<file path="src/rtl/uart_rx_frame_ctrl_if.sv">
// rtl/uart_rx_frame_ctrl_if.sv - byte input, payload stream and status signals of the frame controller
interface uart_rx_frame_ctrl_if #(
    parameter int data_width = 8
);
    logic [data_width-1:0] rx_data;
    logic                  rx_data_ready;
    logic                  out_ready;
    logic [data_width-1:0] out_data;
    logic                  out_valid;
    logic                  out_last;
    logic                  frame_ok;
    logic                  frame_err;
    logic [1:0]            err_code;
    logic                  busy;

    // Driver side: the UART receiver plus the downstream consumer.
    modport master (
        output rx_data, rx_data_ready, out_ready,
        input  out_data, out_valid, out_last, frame_ok, frame_err, err_code, busy
    );

    // Frame controller side.
    modport slave (
        input  rx_data, rx_data_ready, out_ready,
        output out_data, out_valid, out_last, frame_ok, frame_err, err_code, busy
    );
endinterface

</file>
<file path="src/rtl/uart_rx_frame_ctrl.sv">
// rtl/uart_rx_frame_ctrl.sv - validates SOF/len/payload/checksum frames and releases the payload as a stream
module uart_rx_frame_ctrl #(
    parameter int                  data_width     = 8,
    parameter logic [data_width-1:0] sof_byte     = 8'hA5,
    parameter int                  max_len        = 16,
    parameter int                  timeout_cycles = 1024
) (
    input  logic                clock_i,
    input  logic                reset_ni,
    uart_rx_frame_ctrl_if.slave bus
);
    localparam int idx_w = (max_len > 1) ? $clog2(max_len) : 1;
    localparam int cnt_w = $clog2(timeout_cycles + 1);
    localparam logic [data_width-1:0] max_len_b = data_width'(max_len);
    localparam logic [cnt_w-1:0]      idle_last = cnt_w'(timeout_cycles - 1);

    typedef enum logic [2:0] {HUNT, LEN, PAYLOAD, CHECK, DRAIN} state_t;

    state_t                state_q, state_d;
    logic                  rdy_q;
    logic                  byte_ev;
    logic [data_width-1:0] len_q, len_d;
    logic [data_width-1:0] sum_q, sum_d;
    logic [idx_w-1:0]      wr_idx_q, wr_idx_d;
    logic [idx_w-1:0]      rd_idx_q, rd_idx_d;
    logic [cnt_w-1:0]      idle_q, idle_d;
    logic                  ok_q, ok_d;
    logic                  err_q, err_d;
    logic [1:0]            code_q, code_d;
    logic                  wr_en;
    logic [data_width-1:0] len_m1;
    logic                  wr_at_end;
    logic                  rd_at_end;
    logic                  timed;
    logic                  draining;
    logic [data_width-1:0] frame_buf_q [max_len];

    // rdy_q starts high so a flag already asserted out of reset never counts as a new byte.
    assign byte_ev   = bus.rx_data_ready & ~rdy_q;
    assign len_m1    = len_q - 1'b1;
    assign wr_at_end = (data_width'(wr_idx_q) == len_m1);
    assign rd_at_end = (data_width'(rd_idx_q) == len_m1);
    assign timed     = (state_q == LEN) || (state_q == PAYLOAD) || (state_q == CHECK);
    assign draining  = (state_q == DRAIN);

    // Everything visible is derived from reset-cleared state, so outputs drop as soon as reset asserts.
    assign bus.out_valid = draining;
    assign bus.out_data  = draining ? frame_buf_q[rd_idx_q] : '0;
    assign bus.out_last  = draining && rd_at_end;
    assign bus.frame_ok  = ok_q;
    assign bus.frame_err = err_q;
    assign bus.err_code  = err_q ? code_q : 2'd0;
    assign bus.busy      = (state_q != HUNT);

    // Next-state, datapath updates and status pulses.
    always_comb begin
        state_d  = state_q;
        len_d    = len_q;
        sum_d    = sum_q;
        wr_idx_d = wr_idx_q;
        rd_idx_d = rd_idx_q;
        idle_d   = idle_q;
        ok_d     = 1'b0;
        err_d    = 1'b0;
        code_d   = 2'd0;
        wr_en    = 1'b0;

        case (state_q)
            HUNT: begin
                if (byte_ev && bus.rx_data == sof_byte) begin
                    state_d = LEN;
                    idle_d  = '0;
                end
            end
            LEN: begin
                if (byte_ev) begin
                    if (bus.rx_data == '0 || bus.rx_data > max_len_b) begin
                        err_d   = 1'b1;
                        code_d  = 2'd1;
                        state_d = HUNT;
                    end else begin
                        len_d    = bus.rx_data;
                        sum_d    = bus.rx_data;
                        wr_idx_d = '0;
                        state_d  = PAYLOAD;
                    end
                end
            end
            PAYLOAD: begin
                if (byte_ev) begin
                    wr_en = 1'b1;
                    sum_d = sum_q + bus.rx_data;
                    if (wr_at_end) begin
                        state_d = CHECK;
                    end else begin
                        wr_idx_d = wr_idx_q + 1'b1;
                    end
                end
            end
            CHECK: begin
                if (byte_ev) begin
                    if (bus.rx_data == sum_q) begin
                        ok_d     = 1'b1;
                        rd_idx_d = '0;
                        state_d  = DRAIN;
                    end else begin
                        err_d   = 1'b1;
                        code_d  = 2'd2;
                        state_d = HUNT;
                    end
                end
            end
            DRAIN: begin
                if (bus.out_ready) begin
                    if (rd_at_end) begin
                        state_d = HUNT;
                    end else begin
                        rd_idx_d = rd_idx_q + 1'b1;
                    end
                end
                // The buffer holds one frame only, so a byte arriving now is lost.
                if (byte_ev) begin
                    err_d  = 1'b1;
                    code_d = 2'd0;
                end
            end
            default: state_d = HUNT;
        endcase

        // Inter-byte watchdog; a byte landing on the expiry cycle wins.
        if (timed) begin
            if (byte_ev) begin
                idle_d = '0;
            end else if (idle_q == idle_last) begin
                err_d   = 1'b1;
                code_d  = 2'd3;
                state_d = HUNT;
            end else begin
                idle_d = idle_q + 1'b1;
            end
        end
    end

    // Control and status registers.
    always_ff @(posedge clock_i or negedge reset_ni) begin
        if (!reset_ni) begin
            state_q  <= HUNT;
            rdy_q    <= 1'b1;
            len_q    <= '0;
            sum_q    <= '0;
            wr_idx_q <= '0;
            rd_idx_q <= '0;
            idle_q   <= '0;
            ok_q     <= 1'b0;
            err_q    <= 1'b0;
            code_q   <= 2'd0;
        end else begin
            state_q  <= state_d;
            rdy_q    <= bus.rx_data_ready;
            len_q    <= len_d;
            sum_q    <= sum_d;
            wr_idx_q <= wr_idx_d;
            rd_idx_q <= rd_idx_d;
            idle_q   <= idle_d;
            ok_q     <= ok_d;
            err_q    <= err_d;
            code_q   <= code_d;
        end
    end

    // Payload buffer; contents are don't-care until written by the current frame.
    always_ff @(posedge clock_i) begin
        if (wr_en) begin
            frame_buf_q[wr_idx_q] <= bus.rx_data;
        end
    end
endmodule

</file>
<file path="src/flat_wrapper.sv">
// flat-port wrapper written by rule: the top's interface ports become plain ports
module uart_rx_frame_ctrl_flat 
#(
    parameter int                  data_width     = 8,
    parameter logic [data_width-1:0] sof_byte     = 8'hA5,
    parameter int                  max_len        = 16,
    parameter int                  timeout_cycles = 1024
)
  (clock_i, reset_ni, bus_rx_data, bus_rx_data_ready, bus_out_ready, bus_out_data, bus_out_valid, bus_out_last, bus_frame_ok, bus_frame_err, bus_err_code, bus_busy);
  uart_rx_frame_ctrl_if #(.data_width(data_width)) bus_i ();
  input  logic clock_i;
  input  logic reset_ni;
  input wire logic [$bits(bus_i.rx_data)-1:0] bus_rx_data;
  input wire logic [$bits(bus_i.rx_data_ready)-1:0] bus_rx_data_ready;
  input wire logic [$bits(bus_i.out_ready)-1:0] bus_out_ready;
  output wire logic [$bits(bus_i.out_data)-1:0] bus_out_data;
  output wire logic [$bits(bus_i.out_valid)-1:0] bus_out_valid;
  output wire logic [$bits(bus_i.out_last)-1:0] bus_out_last;
  output wire logic [$bits(bus_i.frame_ok)-1:0] bus_frame_ok;
  output wire logic [$bits(bus_i.frame_err)-1:0] bus_frame_err;
  output wire logic [$bits(bus_i.err_code)-1:0] bus_err_code;
  output wire logic [$bits(bus_i.busy)-1:0] bus_busy;
  assign bus_i.rx_data = bus_rx_data;
  assign bus_i.rx_data_ready = bus_rx_data_ready;
  assign bus_i.out_ready = bus_out_ready;
  assign bus_out_data = bus_i.out_data;
  assign bus_out_valid = bus_i.out_valid;
  assign bus_out_last = bus_i.out_last;
  assign bus_frame_ok = bus_i.frame_ok;
  assign bus_frame_err = bus_i.frame_err;
  assign bus_err_code = bus_i.err_code;
  assign bus_busy = bus_i.busy;
  uart_rx_frame_ctrl #(.data_width(data_width), .sof_byte(sof_byte), .max_len(max_len), .timeout_cycles(timeout_cycles)) u_core (.clock_i(clock_i), .reset_ni(reset_ni), .bus(bus_i));
endmodule
</file>
<file path="config.mk">
export PLATFORM = sky130hd
export DESIGN_NAME = uart_rx_frame_ctrl_flat
export DESIGN_NICKNAME = d
export VERILOG_FILES = /design/src/rtl/uart_rx_frame_ctrl_if.sv /design/src/rtl/uart_rx_frame_ctrl.sv /design/src/flat_wrapper.sv
export SDC_FILE = /design/constraint.sdc
export NUM_CORES = 1
export LEC_CHECK = 0
export CORE_AREA = 8 8 118 142
export DETAILED_ROUTE_END_ITERATION = 16
export DIE_AREA = 0 0 126 150
export PLACE_DENSITY = 0.75
export SYNTH_ARGS = -nofsm -noshare
export SYNTH_HDL_FRONTEND = slang
export SYNTH_SLANG_ARGS = --single-unit
</file>
<file path="constraint.sdc">
create_clock -name clock_i -period 2.05 [get_ports clock_i]
set_input_delay 0.205 -clock clock_i [delete_from_list [all_inputs] [get_ports clock_i]]
set_output_delay 0.205 -clock clock_i [all_outputs]
set_load 0.02 [all_outputs]
</file>
==> impl_metrics.json <==
{
  "pwr-share-comb_pct": 10.4,
  "largest_fanout_of_any_net_on_the_critical_path": 6,
  "maxCapViolCount": 0,
  "timing_worst_setup_path_type": "flop to primary output",
  "yosysTopAreaCell": "sky130_fd_sc_hd__edfxtp_1",
  "final_worst_clock_skew_ns": 0.007790,
  "finalCritPeriodShare_pct": 124.9,
  "synthDominantCellAreaShare_pct": 49.52,
  "finalHoldViolCount": 0,
  "yosysWarnings": 0,
  "drt_wl_total_um": 18510,
  "grt_pass1_wl_um": 28320,
  "grt_remaining_overflow": 0,
  "cts-root-to-sink-buffers": 2,
  "pwr-share-seq_pct": 50.4,
  "first_pass_iters": 5,
  "io_buffers": 26,
  "cells_along_the_critical_path": "buf_4, mux4_2, mux4_2, and2_4, buf_6",
  "grt_antenna_before_repair": 0,
  "switching_power_uw": 1826,
  "synthArstFlopShare_pct": 25.15,
  "utilization_pct": 67.75,
  "placement_rows": 49,
  "worstHoldPathType": "input port to asynchronous set/reset pin",
  "clk-insertion-delay-late_ns": 0.43,
  "drt.antenna.violating_nets": 0,
  "grt_max_degree": 23,
  "number_of_clock_buffers_inserted_by_tritoncts": 17,
  "synth_seq_cells": 171,
  "fmax_ghz": 0.3906,
  "instances_no_fill": 827,
  "floorplan.die_area_um2": 18900,
  "root_buffer": "sky130_fd_sc_hd__clkbuf_16",
  "timing.rr.end": "u_core.rd_idx_q[3]$_DFFE_PN0P_",
  "worst_path_dominant_cell_family": "multiplexers",
  "power.switching_fraction_pct": 23.42,
  "placedInstanceArea_um2": 9030,
  "postSynthNetCount": 534,
  "synth.yosys.seq_area_share_pct": 63.39,
  "finalWeightedCongestion": 0.8431,
  "worst_pin_slew_ns": 0.4169,
  "synth_area_um2": 7762,
  "crit_path_frequent_cell": "sky130_fd_sc_hd__mux4_2",
  "worst-path-buf-inv": 2,
  "post_synthesis_to_final_layout_area_growth_pct": 27.35,
  "p_per_area_nw_per_um2": 788.9,
  "floorplan.die.width_um": 126,
  "slew_violations": 0,
  "timing.max_slew.rel_slack_pct": 72.21,
  "fin_ws_ns": -0.5099,
  "routed_length_per_instance_um": 22.38,
  "synth_cell_types": 68,
  "hpwl_um": 12780,
  "core-area_um2": 14590,
  "internal_power_uw": 5973,
  "via_count_of_the_first_global_routing_pass": 5136,
  "reg2regPathDepth": 10,
  "synthTopCellsByCount": "sky130_fd_sc_hd__edfxtp_1, sky130_fd_sc_hd__dfrtp_1, sky130_fd_sc_hd__mux4_2, sky130_fd_sc_hd__nand2_1, sky130_fd_sc_hd__nor2_1",
  "antenna_cells_inserted": 0,
  "leakagePower_uw": 0.003655,
  "kind_of_end_point_of_the_critical_path": "primary output",
  "critical_path.startpoint_type": "flop",
  "primary_flip_flop_cell_chosen_by_synthesis_mapping": "sky130_fd_sc_hd__edfxtp_1",
  "syn-mean-instance-area_um2": 15.31,
  "finalSetupViolations": 15,
  "post-route-drc-count": 0,
  "r2r_startpoint": "u_core.len_q[1]$_DFFE_PN0P_",
  "final_net_count": 663,
  "final_area_um2": 9886,
  "numClockSinks": 171,
  "placedCellCount": 787,
  "post-route-min-period_ns": 2.560,
  "initial_utilization_pct": 53.20,
  "seq_area_um2": 4923,
  "setup_total_negative_slack_ns": -4.440,
  "failed_checks": "negative setup slack",
  "dpl_worst_slack_ns": -0.4945,
  "path_clk_slew_ns": 0.06,
  "crit_required_ns": 1.85,
  "post_route_cells_drive_above_1_share_pct": 36.52,
  "cts_tree": "yes",
  "r2r_setup_slack_ns": -0.07,
  "ioPinCount": 27,
  "synthMostInstantiatedCell": "sky130_fd_sc_hd__edfxtp_1",
  "syn_inst": 507,
  "vias_per_cell": 5.970,
  "power.clock.fraction_pct": 39.3,
  "rsz0062_at_grt": "true",
  "timing.critical_path.arrival_ns": 2.35,
  "layout.filler_cells": 970,
  "dr.first_iter.drc_count": 469,
  "via_count": 4937,
  "h-tree-depth": 4,
  "dieHeight_um": 150,
  "multi_input_area_um2": 2874,
  "number_of_flops_mapped_to_enable_cells_by_yosys": 128,
  "cpMaxStageDelayCell": "sky130_fd_sc_hd__mux4_2",
  "vdd_ir_drop_max_mv": 0.4996,
  "outcome": "complete, but fails checks",
  "critPathMaxStageDelay_ns": 0.52,
  "netlist_top_cells_area": "sky130_fd_sc_hd__edfxtp_1, sky130_fd_sc_hd__dfrtp_1, sky130_fd_sc_hd__mux4_2, sky130_fd_sc_hd__ha_1, sky130_fd_sc_hd__and2_1",
  "track_usage_pct": 20.10
}
cell type report:
cell class | instances | area share, %
flip-flops and latches | 171 | 49.80
multi-input cells | 303 | 29.07
repair buffers | 131 | 12.76
clock buffers | 20 | 4.417
well taps | 178 | 2.253
clock inverters | 12 | 1.240
inverters | 12 | 0.4556
kinds of logic after synthesis:
family,share of synthesized area [%]
fa+ha+maj,2.515
xor+xnor,1.693
buf+inv,2.095
flops,63.39
mux,12.96
simple gates,11.64
compound gates,5.706
power by group through the flow:
stage                     combinational [uW]  clock, uW  sequential, uW
after floorplan                          450          0            3960
after global placement                   707          0            3980
after detailed placement                 749          0            3990
after CTS                                770       3100            3920
after global routing                     889       3210            3940
final                                    807       3060            3930
timing repair:
item,in CTS,in global routing
hold buffers,1,0
gates cloned,1,0
hold endpoints to repair,13,0
setup buffers,10,1
setup endpoints to repair,19,54
pin swaps,21,13
resized for setup,86,26
sequential cells by signal, indices dropped and copies added, names as in the netlist:
| register | cells |
|---|---|
| u_core.bus.frame_err | 1 |
| u_core.bus.frame_ok | 1 |
| u_core.code_q | 2 |
| u_core.frame_buf_q | 128 |
| u_core.idle_q | 11 |
| u_core.len_q | 8 |
| u_core.rd_idx_q | 4 |
| u_core.rdy_q | 1 |
| u_core.state_q | 3 |
| u_core.sum_q | 8 |
| u_core.wr_idx_q | 4 |
per-layer routing:
layer / GRT usage, % / up-vias / wire [um] / share of wire [%]
met5: 0 / - / 0 / 0
met4: 8.017 / 0 / 411 / 2.2
met1: 22.72 / 2520 / 7184 / 39
li1: - / 2228 / - / -
met3: 3.779 / 35 / 852 / 4.6
met2: 36.82 / 154 / 10060 / 54
metrics by stage:
step / hold WS, ns / power, uW
3_5_place_dp: 0.1425 / 4739
2_1_floorplan: -0.09059 / 4409
4_1_cts: 0.2144 / 7790
5_1_grt: 0.2541 / 8035
6_report: 0.2249 / 7799
3_3_place_gp: 0.1405 / 4689
how the worst max path moves through the flow:
stage	from	slack, ns	cells past startpoint	to
final	u_core.rd_idx_q[0]$_DFFE_PN0P_	-0.51	5	bus_out_data[2]
after floorplan	u_core.len_q[0]$_DFFE_PN0P_	0.006	8	u_core.wr_idx_q[2]$_DFFE_PN0P_
after global placement	u_core.rd_idx_q[0]$_DFFE_PN0P_	-0.46	5	bus_out_data[2]
after detailed placement	u_core.rd_idx_q[0]$_DFFE_PN0P_	-0.49	5	bus_out_data[2]
after global routing	u_core.rd_idx_q[0]$_DFFE_PN0P_	-0.57	5	bus_out_data[3]
after CTS	u_core.rd_idx_q[0]$_DFFE_PN0P_	-0.58	6	bus_out_data[6]
layout by cell type, fill, tap and decap left out, drive strengths merged, types with 14 or more instances in the layout:
cell	count
edfxtp	128
buf	114
dfrtp	42
mux4	40
nand2	30
nor2	29
and2	25
o21ai	24
clkbuf	20
a21oi	16
ha	14
Power figures use the tool's default switching activity.
